**config.mk**
```make
export PLATFORM = sky130hd
export DESIGN_NAME = color_sense_ctrl
export DESIGN_NICKNAME = d
export VERILOG_FILES = /design/src/rtl/color_sense_pkg.sv /design/src/rtl/freq_edge_sync.sv /design/src/rtl/color_sense_ctrl.sv
export SDC_FILE = /design/constraint.sdc
export NUM_CORES = 1
export LEC_CHECK = 0
export CAP_MARGIN = 20
export CORE_UTILIZATION = 50
export DETAILED_ROUTE_END_ITERATION = 8
export HOLD_SLACK_MARGIN = 0.12
export PLACE_DENSITY_LB_ADDON = 0.2
export SLEW_MARGIN = 20
export SYNTH_ARGS = -nofsm -noshare
export SYNTH_HDL_FRONTEND = slang
export SYNTH_SLANG_ARGS = --single-unit
```
**constraint.sdc**
```tcl
create_clock -name clk -period 6 [get_ports clk]
set_clock_uncertainty 0.05 [all_clocks]
set_input_delay 1.5 -clock clk [delete_from_list [all_inputs] [get_ports clk]]
set_output_delay 1.5 -clock clk [all_outputs]
set_load 0.02 [all_outputs]
```
**src/rtl/color_sense_pkg.sv**
```systemverilog
// Shared types for the colour sensor frame sequencer: S2/S3 filter codes,
// FSM state encoding and the channel index with its filter mapping.
package color_sense_pkg;

  localparam logic [1:0] FILT_RED   = 2'b00;
  localparam logic [1:0] FILT_GREEN = 2'b11;
  localparam logic [1:0] FILT_BLUE  = 2'b01;
  localparam logic [1:0] FILT_CLEAR = 2'b10;

  typedef enum logic [2:0] {
    ST_IDLE,
    ST_SETTLE,
    ST_GATE,
    ST_STORE,
    ST_DONE
  } state_t;

  // Measurement order is the enum order: red, green, blue, then clear.
  typedef enum logic [1:0] {
    CH_RED   = 2'd0,
    CH_GREEN = 2'd1,
    CH_BLUE  = 2'd2,
    CH_CLEAR = 2'd3
  } ch_t;

  function automatic logic [1:0] ch_filter(input ch_t ch);
    logic [1:0] code;
    case (ch)
      CH_RED:   code = FILT_RED;
      CH_GREEN: code = FILT_GREEN;
      CH_BLUE:  code = FILT_BLUE;
      default:  code = FILT_CLEAR;
    endcase
    return code;
  endfunction

endpackage

```
**src/rtl/freq_edge_sync.sv**
```systemverilog
// Brings the asynchronous sensor frequency output into the clk domain
// (two-flop synchroniser) and emits a one-cycle registered pulse per rising
// edge. Total latency from pin to pulse-consumed is three clk cycles.
module freq_edge_sync (
  input  logic clk,
  input  logic rst_n,
  input  logic freq_in,
  output logic edge_vld
);

  logic sync_p0;
  logic sync_p1;
  logic prev_p2;
  logic edge_vld_p3;

  // Synchroniser chain, previous-level history and registered edge pulse.
  always_ff @(posedge clk or negedge rst_n) begin
    if (!rst_n) begin
      sync_p0     <= 1'b0;
      sync_p1     <= 1'b0;
      prev_p2     <= 1'b0;
      edge_vld_p3 <= 1'b0;
    end else begin
      sync_p0     <= freq_in;
      sync_p1     <= sync_p0;
      prev_p2     <= sync_p1;
      edge_vld_p3 <= sync_p1 & ~prev_p2;
    end
  end

  assign edge_vld = edge_vld_p3;

endmodule

```
**src/rtl/color_sense_ctrl.sv**
```systemverilog
// Frame sequencer for a TCS3200-style colour sensor. Steps the filter
// through red/green/blue (and clear when COLOR_SENSE_CLEAR_MEAS_EN is
// defined), waits a settle time after each switch, counts sensor pulses over
// a gate window and publishes one coherent count set per frame with done.
module color_sense_ctrl
  import color_sense_pkg::*;
#(
  parameter int SETTLE_CYCLES = 1000,
  parameter int GATE_CYCLES   = 100000,
  parameter int CNT_W         = 16
) (
  input  logic             clk,
  input  logic             rst_n,
  input  logic             start,
  input  logic             continuous,
  input  logic             freq_in,
  output logic [1:0]       filter_select,
  output logic             busy,
  output logic             done,
  output logic [CNT_W-1:0] r_count,
  output logic [CNT_W-1:0] g_count,
  output logic [CNT_W-1:0] b_count,
  output logic [CNT_W-1:0] c_count,
  output logic             sat
);

  localparam int MAX_CYC = (SETTLE_CYCLES > GATE_CYCLES) ? SETTLE_CYCLES : GATE_CYCLES;
  // One extra code so the full cycle count itself can be loaded.
  localparam int TMR_W = $clog2(MAX_CYC + 1);
  localparam logic [TMR_W-1:0] SETTLE_LD = TMR_W'(SETTLE_CYCLES);
  localparam logic [TMR_W-1:0] GATE_LD   = TMR_W'(GATE_CYCLES);
  localparam logic [TMR_W-1:0] TMR_LAST  = TMR_W'(1);
`ifdef COLOR_SENSE_CLEAR_MEAS_EN
  localparam ch_t LAST_CH = CH_CLEAR;
`else
  localparam ch_t LAST_CH = CH_BLUE;
`endif

  // Saturating increment: holds at all-ones instead of wrapping.
  function automatic logic [CNT_W-1:0] sat_inc(input logic [CNT_W-1:0] v);
    return (&v) ? v : v + CNT_W'(1);
  endfunction

  state_t           state, next_state;
  ch_t              ch;
  logic [TMR_W-1:0] tmr;
  logic [CNT_W-1:0] pulse_cnt;
  logic             sat_pending;
  logic [CNT_W-1:0] r_sh;
  logic [CNT_W-1:0] g_sh;
`ifdef COLOR_SENSE_CLEAR_MEAS_EN
  logic [CNT_W-1:0] b_sh;
`endif
  logic             edge_vld;

  logic ld_settle, ld_gate, tmr_dec;
  logic cnt_clr, cnt_en, store_en, publish;
  logic ch_rst, ch_adv, sat_clr;

  freq_edge_sync u_sync (
    .clk      (clk),
    .rst_n    (rst_n),
    .freq_in  (freq_in),
    .edge_vld (edge_vld)
  );

  // FSM state register.
  always_ff @(posedge clk or negedge rst_n) begin
    if (!rst_n) state <= ST_IDLE;
    else        state <= next_state;
  end

  // Next-state decode plus the per-state control strobes and status outputs.
  always_comb begin
    next_state = state;
    ld_settle  = 1'b0;
    ld_gate    = 1'b0;
    tmr_dec    = 1'b0;
    cnt_clr    = 1'b0;
    cnt_en     = 1'b0;
    store_en   = 1'b0;
    publish    = 1'b0;
    ch_rst     = 1'b0;
    ch_adv     = 1'b0;
    sat_clr    = 1'b0;
    busy       = (state != ST_IDLE);
    done       = 1'b0;
    case (state)
      ST_IDLE: begin
        if (start || continuous) begin
          next_state = ST_SETTLE;
          ld_settle  = 1'b1;
          ch_rst     = 1'b1;
        end
      end
      ST_SETTLE: begin
        if (tmr == TMR_LAST) begin
          next_state = ST_GATE;
          ld_gate    = 1'b1;
          cnt_clr    = 1'b1;
        end else begin
          tmr_dec = 1'b1;
        end
      end
      ST_GATE: begin
        cnt_en = 1'b1;
        if (tmr == TMR_LAST) next_state = ST_STORE;
        else                 tmr_dec    = 1'b1;
      end
      ST_STORE: begin
        store_en = 1'b1;
        if (ch == LAST_CH) begin
          next_state = ST_DONE;
          publish    = 1'b1;
        end else begin
          next_state = ST_SETTLE;
          ch_adv     = 1'b1;
          ld_settle  = 1'b1;
        end
      end
      ST_DONE: begin
        done    = 1'b1;
        sat_clr = 1'b1;
        if (continuous) begin
          next_state = ST_SETTLE;
          ld_settle  = 1'b1;
          ch_rst     = 1'b1;
        end else begin
          next_state = ST_IDLE;
        end
      end
      default: next_state = ST_IDLE;
    endcase
  end

  // Channel index; the filter code follows it so both switch on the same edge.
  always_ff @(posedge clk or negedge rst_n) begin
    if (!rst_n)      ch <= CH_RED;
    else if (ch_rst) ch <= CH_RED;
    else if (ch_adv) ch <= ch_t'(ch + 2'd1);
  end

  assign filter_select = ch_filter(ch);

  // Shared settle/gate down-counter, terminal value 1.
  always_ff @(posedge clk or negedge rst_n) begin
    if (!rst_n)         tmr <= '0;
    else if (ld_settle) tmr <= SETTLE_LD;
    else if (ld_gate)   tmr <= GATE_LD;
    else if (tmr_dec)   tmr <= tmr - TMR_W'(1);
  end

  // Gate-window pulse counter with sticky saturation flag for the frame.
  always_ff @(posedge clk or negedge rst_n) begin
    if (!rst_n) begin
      pulse_cnt   <= '0;
      sat_pending <= 1'b0;
    end else begin
      if (cnt_clr)                 pulse_cnt <= '0;
      else if (cnt_en && edge_vld) pulse_cnt <= sat_inc(pulse_cnt);
      if (sat_clr)                                sat_pending <= 1'b0;
      else if (cnt_en && edge_vld && &pulse_cnt)  sat_pending <= 1'b1;
    end
  end

  // Per-channel shadows; the final channel skips its shadow and is taken
  // straight from the pulse counter when the frame is published.
  always_ff @(posedge clk or negedge rst_n) begin
    if (!rst_n) begin
      r_sh <= '0;
      g_sh <= '0;
`ifdef COLOR_SENSE_CLEAR_MEAS_EN
      b_sh <= '0;
`endif
    end else if (store_en) begin
      case (ch)
        CH_RED:   r_sh <= pulse_cnt;
        CH_GREEN: g_sh <= pulse_cnt;
`ifdef COLOR_SENSE_CLEAR_MEAS_EN
        CH_BLUE:  b_sh <= pulse_cnt;
`endif
        default: ;
      endcase
    end
  end

  // Published frame: loaded on entry to DONE so it is valid while done=1.
  always_ff @(posedge clk or negedge rst_n) begin
    if (!rst_n) begin
      r_count <= '0;
      g_count <= '0;
      b_count <= '0;
      sat     <= 1'b0;
    end else if (publish) begin
      r_count <= r_sh;
      g_count <= g_sh;
`ifdef COLOR_SENSE_CLEAR_MEAS_EN
      b_count <= b_sh;
`else
      b_count <= pulse_cnt;
`endif
      sat     <= sat_pending;
    end
  end

`ifdef COLOR_SENSE_CLEAR_MEAS_EN
  // Clear-channel result, published alongside the colour counts.
  always_ff @(posedge clk or negedge rst_n) begin
    if (!rst_n)       c_count <= '0;
    else if (publish) c_count <= pulse_cnt;
  end
`else
  assign c_count = '0;
`endif

endmodule

```
; Word-level counts from Yosys, hierarchy flattened
; Index checks and enable logic that the tools add are counted.
[word_totals]
ff_bits = 124
in_bits = 5
out_inout_bits = 69
wordCells = 79
[classes]
add_sub_neg = 3
n_eq_ne = 11
n_mux = 32
n_bitwise = 2
n_reduce_logical = 16
[ops]
columns = op, count
row1 = 2-to-1 mux 17 bit, 3
row2 = 2-to-1 mux 16 bit, 3
row3 = "equality test 17 x 1 -> 1 bit, second input constant", 1
row4 = "subtractor 17 x 1 -> 17 bit, second input constant", 1
row5 = "adder 16 x 1 -> 16 bit, second input constant", 1
row6 = 2-to-1 mux 1 bit, 16
row7 = AND reduction 16 bit, 1
row8 = case mux 3 bit (5 select lines), 1
row9 = 2-to-1 mux 3 bit, 4
row10 = "!= test 2 bit, second input constant", 4
row11 = "equality test 3 x 2 -> 1 bit, second input constant", 2
row12 = case mux 2 bit (3 select lines), 1
row13 = AND reduction 2 bit, 3
row14 = nonzero test 2 bit, 3
row15 = nonzero test 3 bit, 2
row16 = 2-to-1 mux 2 bit, 2
row17 = "equality test 3 x 1 -> 1 bit, second input constant", 1
row18 = "equality test 3 bit, second input constant", 1
row19 = logical NOT 3 bit, 1
row20 = case mux 1 bit (3 select lines), 1
row21 = AND reduction 3 bit, 1
row22 = "adder 2 x 1 -> 2 bit, second input constant", 1
row23 = "equality test 2 x 1 -> 1 bit, second input constant", 1
row24 = "equality test 2 bit, second input constant", 1
row25 = 7 further kinds, 8

; Longest topological paths before layout
; Gate-level depths: netlist of run 1.
[logic_depth]
word_depth = 6
depth_mapped = 8
ltp_nobuf = 7

; By module
; A second synthesis of run 1 with hierarchy kept.
[unflattened]
hier_cells = 456
hier_area_um2 = 5549.1
[by_module_without_submodules]
columns = module, n_inst, cells_per_inst, area_per_inst_um2, seq_area_each_um2
row1 = color_sense_ctrl, 1, 451, 5435.2, 3002.9
row2 = freq_edge_sync, 1, 5, 113.9, 100.1

; Least setup slack after synthesis of run 1
; No wires, ideal clock.
[synth_path]
path_type = reg2out
from = reg state[2]
to = out done
arrival_ns = 1.252
t_required_ns = 4.450
slack_ns = 3.198
stages_incl_launch_ff = 3
path_buffers = 1
cell_sequence = dfrtp_1 clkbuf_1 nor3b_1
[synth_via]
elab_chain_cells = 2
[synth_lines]
columns = item, line_no
row1 = start: declaration, color_sense_ctrl.sv:44  ; state_t state, next_state;
row2 = start signal: assignment, color_sense_ctrl.sv:70  ; else state <= next_state;
row3 = equality test 3 bit, color_sense_ctrl.sv:88  ; case (state)
row4 = 2-to-1 mux 1 bit, color_sense_ctrl.sv:88
row5 = end: declaration, color_sense_ctrl.sv:19  ; output logic done,
; No other way between the ends.

; Final worst setup path of run 1
[layout_path]
from = reg ch[1]
to = out filter_select[1]
[layout_via]
elab_chain_cells = 2
elab_cells_between_ends = 4
cone_classes = eq/ne: 2 / mux: 1 / reduce/logical: 1
[layout_lines]
columns = item, line_no
row1 = start: declaration, color_sense_ctrl.sv:45  ; ch_t ch;
row2 = start signal: assignment, color_sense_ctrl.sv:140  ; else if (ch_adv) ch <= ch_t'(ch + 2'd1);
row3 = "equality test 2 bit, or another cell as far along", color_sense_pkg.sv:28  ; case (ch)
row4 = case mux 2 bit (3 select lines) (*), color_sense_pkg.sv:28
row5 = end: declaration, color_sense_ctrl.sv:17  ; output logic [1:0] filter_select,
; Every way passes the cells marked *; elsewhere a longest branch is shown, timed or not.

==> flow_summary.json, run 1 <==
{
  "status": "finished, final reports clean",
  "post-route-period-util_pct": 58.4,
  "cp.required_ns": 4.45,
  "yosysWarnings": 0,
  "hp-class": "flip-flop to flip-flop",
  "r2r_slack_ns": 3.72,
  "io_pins": 74,
  "io_buffer_count": 57,
  "cp-end-kind": "output port",
  "antenna_left": 0,
  "post-route-min-period_ns": 3.51,
  "gp_congestion": 0.825,
  "core_sq_um": 11000,
  "clockBufferDepth": 2,
  "arrival_ns": 1.96,
  "routed_wl_microns": 10600,
  "grt_pass1_wl_microns": 18300,
  "fillerInstances": 873,
  "multi_input_area_sq_um": 2420,
  "area_delta_synth_final_pct": 20.8,
  "die_area_sq_um": 11900,
  "tns_ns": 0,
  "ir_worst_vdd_mv": 0.190,
  "vias": 3655,
  "antenna_cells": 0,
  "crit_type": "flip-flop to output port",
  "clock_latency_ns": 0.41,
  "synthFlopType": "dfrtp_1",
  "cp_max_fo": 4,
  "clock_tree.root_cell": "clkbuf_16",
  "dp_hpwl_microns": 7040,
  "rr_startpoint": "pulse_cnt[0]",
  "min_to": "u_sync.sync_p1",
  "cts_inserted_buffers": 17,
  "drt-wirelength-per-cell_microns": 15.9,
  "die_h_microns": 109,
  "seq_area_sq_um": 3100,
  "overflow": 0,
  "syn_area_per_cell_sq_um": 12.5,
  "grt_max_degree": 83,
  "holdPathStages": 0,
  "critPathLaunchType": "flip-flop",
  "syn_inst": 458,
  "fmax_mhz": 285,
  "synth_async_sr_flop_share_pct": 100,
  "drt_first_pass_iters": 4,
  "worstMarginPinSlew_ns": 0.825,
  "fin_hold_ws_ns": 0.299,
  "rsz0062_at_grt": "false",
  "ys_seq_elements": 124,
  "hold_buffers": 0,
  "postCtsResizedCells": 0,
  "antenna_found_initial": 0,
  "drv_cap": 0,
  "vias_per_cell": 5.48,
  "drc_errors": 0,
  "netlist_area_sq_um": 5710,
  "setup_viol": 0,
  "p_per_area_nw_per_um2": 300,
  "path_clk_slew_ns": 0.05,
  "grtUsageTotal_pct": 20.2,
  "power_w": 0.00207,
  "rows": 38,
  "max_stage_delay_ns": 0.55,
  "slew_headroom_pct": 44.9,
  "htreeDepth": 4,
  "seq_area_frac_synth_pct": 54.3,
  "slew_violations": 0,
  "layout.nets": 527,
  "p_leak_nw": 3.29,
  "start_util_pct": 52.0,
  "drive_above_1_share_pct": 24.7,
  "worstPathCellList": "inv_1 -> ha_1 -> or2_2 -> clkdlybuf4s50_1",
  "cts_tree": "built",
  "yosysUniqueCellTypes": 59,
  "drt_iter0_drc": 118,
  "cpMaxStageDelayCell": "clkdlybuf4s50_1",
  "hp-start": "u_sync.sync_p0",
  "synth-edff-count": 0,
  "die_x_microns": 109,
  "grt_pass1_vias": 3714,
  "cts_sinks": 124,
  "post-cts-setup-buffer-count": 0,
  "reg2reg_depth": 6,
  "hold_viol": 0,
  "rr_endpoint": "pulse_cnt[2]"
}
-- power by group --
part	leakage [nW]	total (W)	switching, W	internal [W]
Combinational	1.33	0.000153	0.0000852	0.0000674
Clock	0.275	0.000996	0.000374	0.000622
Sequential	1.69	0.000923	0.0000597	0.000863
-- logic make-up after synthesis --
logic type      count (synthesis)  share of synthesized area (%)
flops                         124                           54.3
xor+xnor                       15                           2.30
other cells                     1                         0.0657
compound gates                 46                           5.52
simple gates                  132                           14.7
buf+inv                        45                           4.36
mux                            88                           17.2
fa+ha+maj                       7                           1.53
-- Yosys cell counts, drive strengths merged (2+ instances only) --
cell     count  share of area (%)
a211oi       4               0.53
clkbuf       6               0.39
o21bai       3               0.39
nor3        10                1.2
mux2i        6                1.1
or3          8               0.88
a21oi       11                1.1
dfrtp      124                 54
xor2         7                1.1
a21o         3               0.39
o31ai        2               0.26
o311ai       2               0.31
or3b         3               0.46
a211o        3               0.46
xnor2        8                1.2
nor3b        2               0.35
buf         30                3.4
and2         4               0.48
nor4b        3               0.83
inv          9               0.59
nor4         5                1.6
nand2b       5               0.55
nand4        9                1.2
mux2        82                 16
nor2b        3               0.33
or2          2               0.22
nand2       26                1.7
nand4b       2               0.31
o21ai       10               0.94
and3         5               0.55
nor2        27                1.8
nand3       15                1.3
ha           7                1.5
a2111oi      2               0.31
-- worst max path at each step --
| stage | startpoint | to | slack (ns) | cells past startpoint |
|---|---|---|---|---|
| final | ch[1] | filter_select[1] | 2.49 | 4 |
| after global routing | state[1] | done | 2.38 | 2 |
| after CTS | state[2] | done | 2.47 | 2 |
| after detailed placement | start | tmr[10] | 2.61 | 6 |
| after global placement | start | tmr[1] | 2.68 | 6 |
| after floorplan | state[2] | done | 3.20 | 2 |
-- routing by layer --
metal	track usage, %	share of wire (%)	vias to the layer above	wire, microns
li1	-	-	1712	-
met1	26.7	47	1857	4980
met2	32.5	49	79	5160
met3	4.24	3.6	7	383
met4	8.01	0.82	0	87
met5	0	0	-	0
-- critical path: cells and delay by family, from the launching register on --
kind / cells / cell delay, ns
buffers and inverters: 2 / 0.65
flip-flops: 1 / 0.40
AND/OR/NAND/NOR: 1 / 0.29
adder cells (fa/ha/maj): 1 / 0.21
-- sequential cells by signal (all words and copies together) (netlist names) --
signal / flops
g_count: 16
r_sh: 16
u_sync.sync_p0: 1
pulse_cnt: 16
sat_pending: 1
ch: 2
u_sync.edge_vld: 1
tmr: 17
sat: 1
r_count: 16
u_sync.sync_p1: 1
u_sync.prev_p2: 1
g_sh: 16
b_count: 16
state: 3
-- area by class of cell --
class / count / share of cell area, %
inverters: 9 / 0.490
well taps: 140 / 2.54
flip-flops and latches: 124 / 45.0
repair buffers: 59 / 8.51
clock buffers: 18 / 6.37
clock inverters: 13 / 2.09
multi-input cells: 304 / 35.0
-- cell usage in the layout, fill, tap and decap left out, types with 9 or more instances in the layout --
cell             count
dfrtp_1            124
mux2_2              73
clkdlybuf4s50_1     56
nor2_1              27
nand2_1             25
clkbuf_16           17
conb_1              16
nand3_1             15
inv_1                9
mux2_1               9
a21oi_1              9
-- per-stage QoR --
step | instance area, sq um | utilization [%] | setup WS (ns) | std cells
3_3_place_gp | 6310 | 57.5 | 2.68 | 636
4_1_cts | 6900 | 62.8 | 2.47 | 667
2_1_floorplan | 5770 | - | 3.20 | 473
6_report | 6900 | 62.8 | 2.49 | 667
3_5_place_dp | 6310 | 57.5 | 2.61 | 636
5_1_grt | 6900 | 62.8 | 2.38 | 667
Note: power is estimated with default switching activity, not from simulation.
==> run 2: changes to the inputs <==
Clock period 6 ns to 3.4 ns, I/O delays scaled along.
==> run 2 against run 1 <==
Compared with the run above:
- sequential share of layout area shrank 0.43 points
- sequential power grew 77%
- highest routed layer unchanged
- sequential cell count is the same
- via count shrank 0.88%
- die area is the same
- critical path type unchanged
- count of clock-buffer cells in the layout grew 5
- largest power group unchanged
==> flow_summary.json, run 2 (synthesis results as in run 1) <==
{
  "status": "finished, final reports clean",
  "vias_per_cell": 5.42,
  "hold_viol": 0,
  "grt_pass1_vias": 3577,
  "worstPathCellList": "nor3b_1 -> clkdlybuf4s50_1",
  "grt_pass1_wl_microns": 17700,
  "final_common_cell": "dfrtp_1",
  "drt-wirelength-per-cell_microns": 15.9,
  "cts_sinks": 124,
  "drv_cap": 0,
  "clock_latency_ns": 0.40,
  "cp.required_ns": 2.50,
  "post-cts-setup-buffer-count": 0,
  "post-route-period-util_pct": 83.8,
  "clock_tree.root_cell": "clkbuf_16",
  "hold_buffers": 0,
  "worstMarginPinSlew_ns": 0.840,
  "drc_errors": 0,
  "cp_max_fo": 16,
  "grt_max_degree": 125,
  "path_buf_inv": 1,
  "die_h_microns": 109,
  "largest_reg_flops": 17,
  "drt_iter0_drc": 195,
  "drive_above_1_share_pct": 24.8,
  "area_delta_synth_final_pct": 22.0,
  "antenna_cells": 0,
  "path_delay_family": "buffers and inverters",
  "arrival_ns": 1.95,
  "max_stage_delay_ns": 0.65,
  "clockBufferDepth": 2,
  "mostFrequentLayoutCells": "dfrtp_1 (124), mux2_2 (73), clkdlybuf4s50_1 (56), nor2_1 (27), nand2_1 (25)",
  "io_pins": 74,
  "vias": 3623,
  "hp-class": "flip-flop to flip-flop",
  "start_util_pct": 52.0,
  "layout.nets": 527,
  "htreeDepth": 4,
  "post-route-min-period_ns": 2.85,
  "top_register": "tmr",
  "setup_viol": 0,
  "cts_inserted_buffers": 17,
  "cts_tree": "built",
  "p_per_area_nw_per_um2": 547,
  "io_buffer_count": 57,
  "drt_first_pass_iters": 4,
  "grtUsageTotal_pct": 19.6,
  "cp-end-kind": "output port",
  "die_x_microns": 109,
  "cpMaxStageDelayCell": "clkdlybuf4s50_1",
  "die_area_sq_um": 11900,
  "critPathLaunchType": "flip-flop",
  "path_clk_slew_ns": 0.05,
  "routed_wl_microns": 10600,
  "dp_hpwl_microns": 6890,
  "overflow": 0,
  "ir_worst_vdd_mv": 0.486,
  "antenna_found_initial": 0,
  "slew_headroom_pct": 43.9,
  "fmax_mhz": 351,
  "antenna_left": 0,
  "core_sq_um": 11000,
  "p_leak_nw": 3.32,
  "rows": 38,
  "fin_hold_ws_ns": 0.311,
  "rsz0062_at_grt": "false",
  "slew_violations": 0,
  "tns_ns": 0,
  "postCtsResizedCells": 0,
  "crit_type": "flip-flop to output port",
  "gp_congestion": 0.811,
  "r2r_slack_ns": 1.01
}
-- run 2: cell types whose count changed in the layout (fill, tap and decap cells not counted) --
cell / delta
clkinv_2: -1
bufinv_16: +1
clkbuf_8: +5
clkinv_4: -3
clkinvlp_4: +1
buf_12: +1
inv_6: -2
buf_6: -1
-- run 2: layout make-up --
cell class	instances	area, sq um
clock inverters	9	133
well taps	140	175
fillers	859	4020
repair buffers	59	596
inverters	9	33.8
flip-flops and latches	124	3100
clock buffers	23	508
multi-input cells	304	2420
-- run 2: worst paths after layout --
| kind | startpoint | end | cells after the start |
|---|---|---|---|
| max | state[1] | done | 2 |
| min | u_sync.sync_p0 | u_sync.sync_p1 | 0 |
| max reg2reg | tmr[1] | pulse_cnt[11] | 7 |
| min reg2reg | u_sync.sync_p0 | u_sync.sync_p1 | 0 |
| max in group asynchronous | rst_n | pulse_cnt[14] | 2 |
| min in group asynchronous | rst_n | r_count[7] | 2 |
-- run 2: worst reg2reg max path: cells and delay by family, from the launching register on --
kind,cells,cell delay [ns]
AND/OR/NAND/NOR,4,1.19
adder cells (fa/ha/maj),1,0.21
flip-flops,1,0.42
buffers and inverters,1,0.14
multiplexers,1,0.27
-- run 2: metal layers --
metal  share of wire, %  wire length (microns)  track usage (%)
met1                 48                   5090             26.1
met2                 48                   5120             31.7
met3                3.2                    343             4.36
met5                  0                      0                0
met4               0.84                     89             6.95
-- run 2: power by group --
part | leakage [nW] | switching [W] | internal (W)
Clock | 0.300 | 0.000641 | 0.00127
Combinational | 1.33 | 0.000156 | 0.000120
Sequential | 1.69 | 0.000104 | 0.00152
Total | 3.32 | 0.000901 | 0.00291
-- run 2: metrics by stage --
stage / util, % / setup slack [ns] / total power [W] / std cells / instance area [sq um]
floorplan: - / 1.25 / 0.00186 / 473 / 5770
global placement: 57.6 / 0.737 / 0.00191 / 636 / 6320
detailed placement: 57.6 / 0.684 / 0.00192 / 636 / 6320
CTS: 63.4 / 0.543 / 0.00383 / 668 / 6970
global route: 63.4 / 0.439 / 0.00395 / 668 / 6970
finish: 63.4 / 0.551 / 0.00381 / 668 / 6970
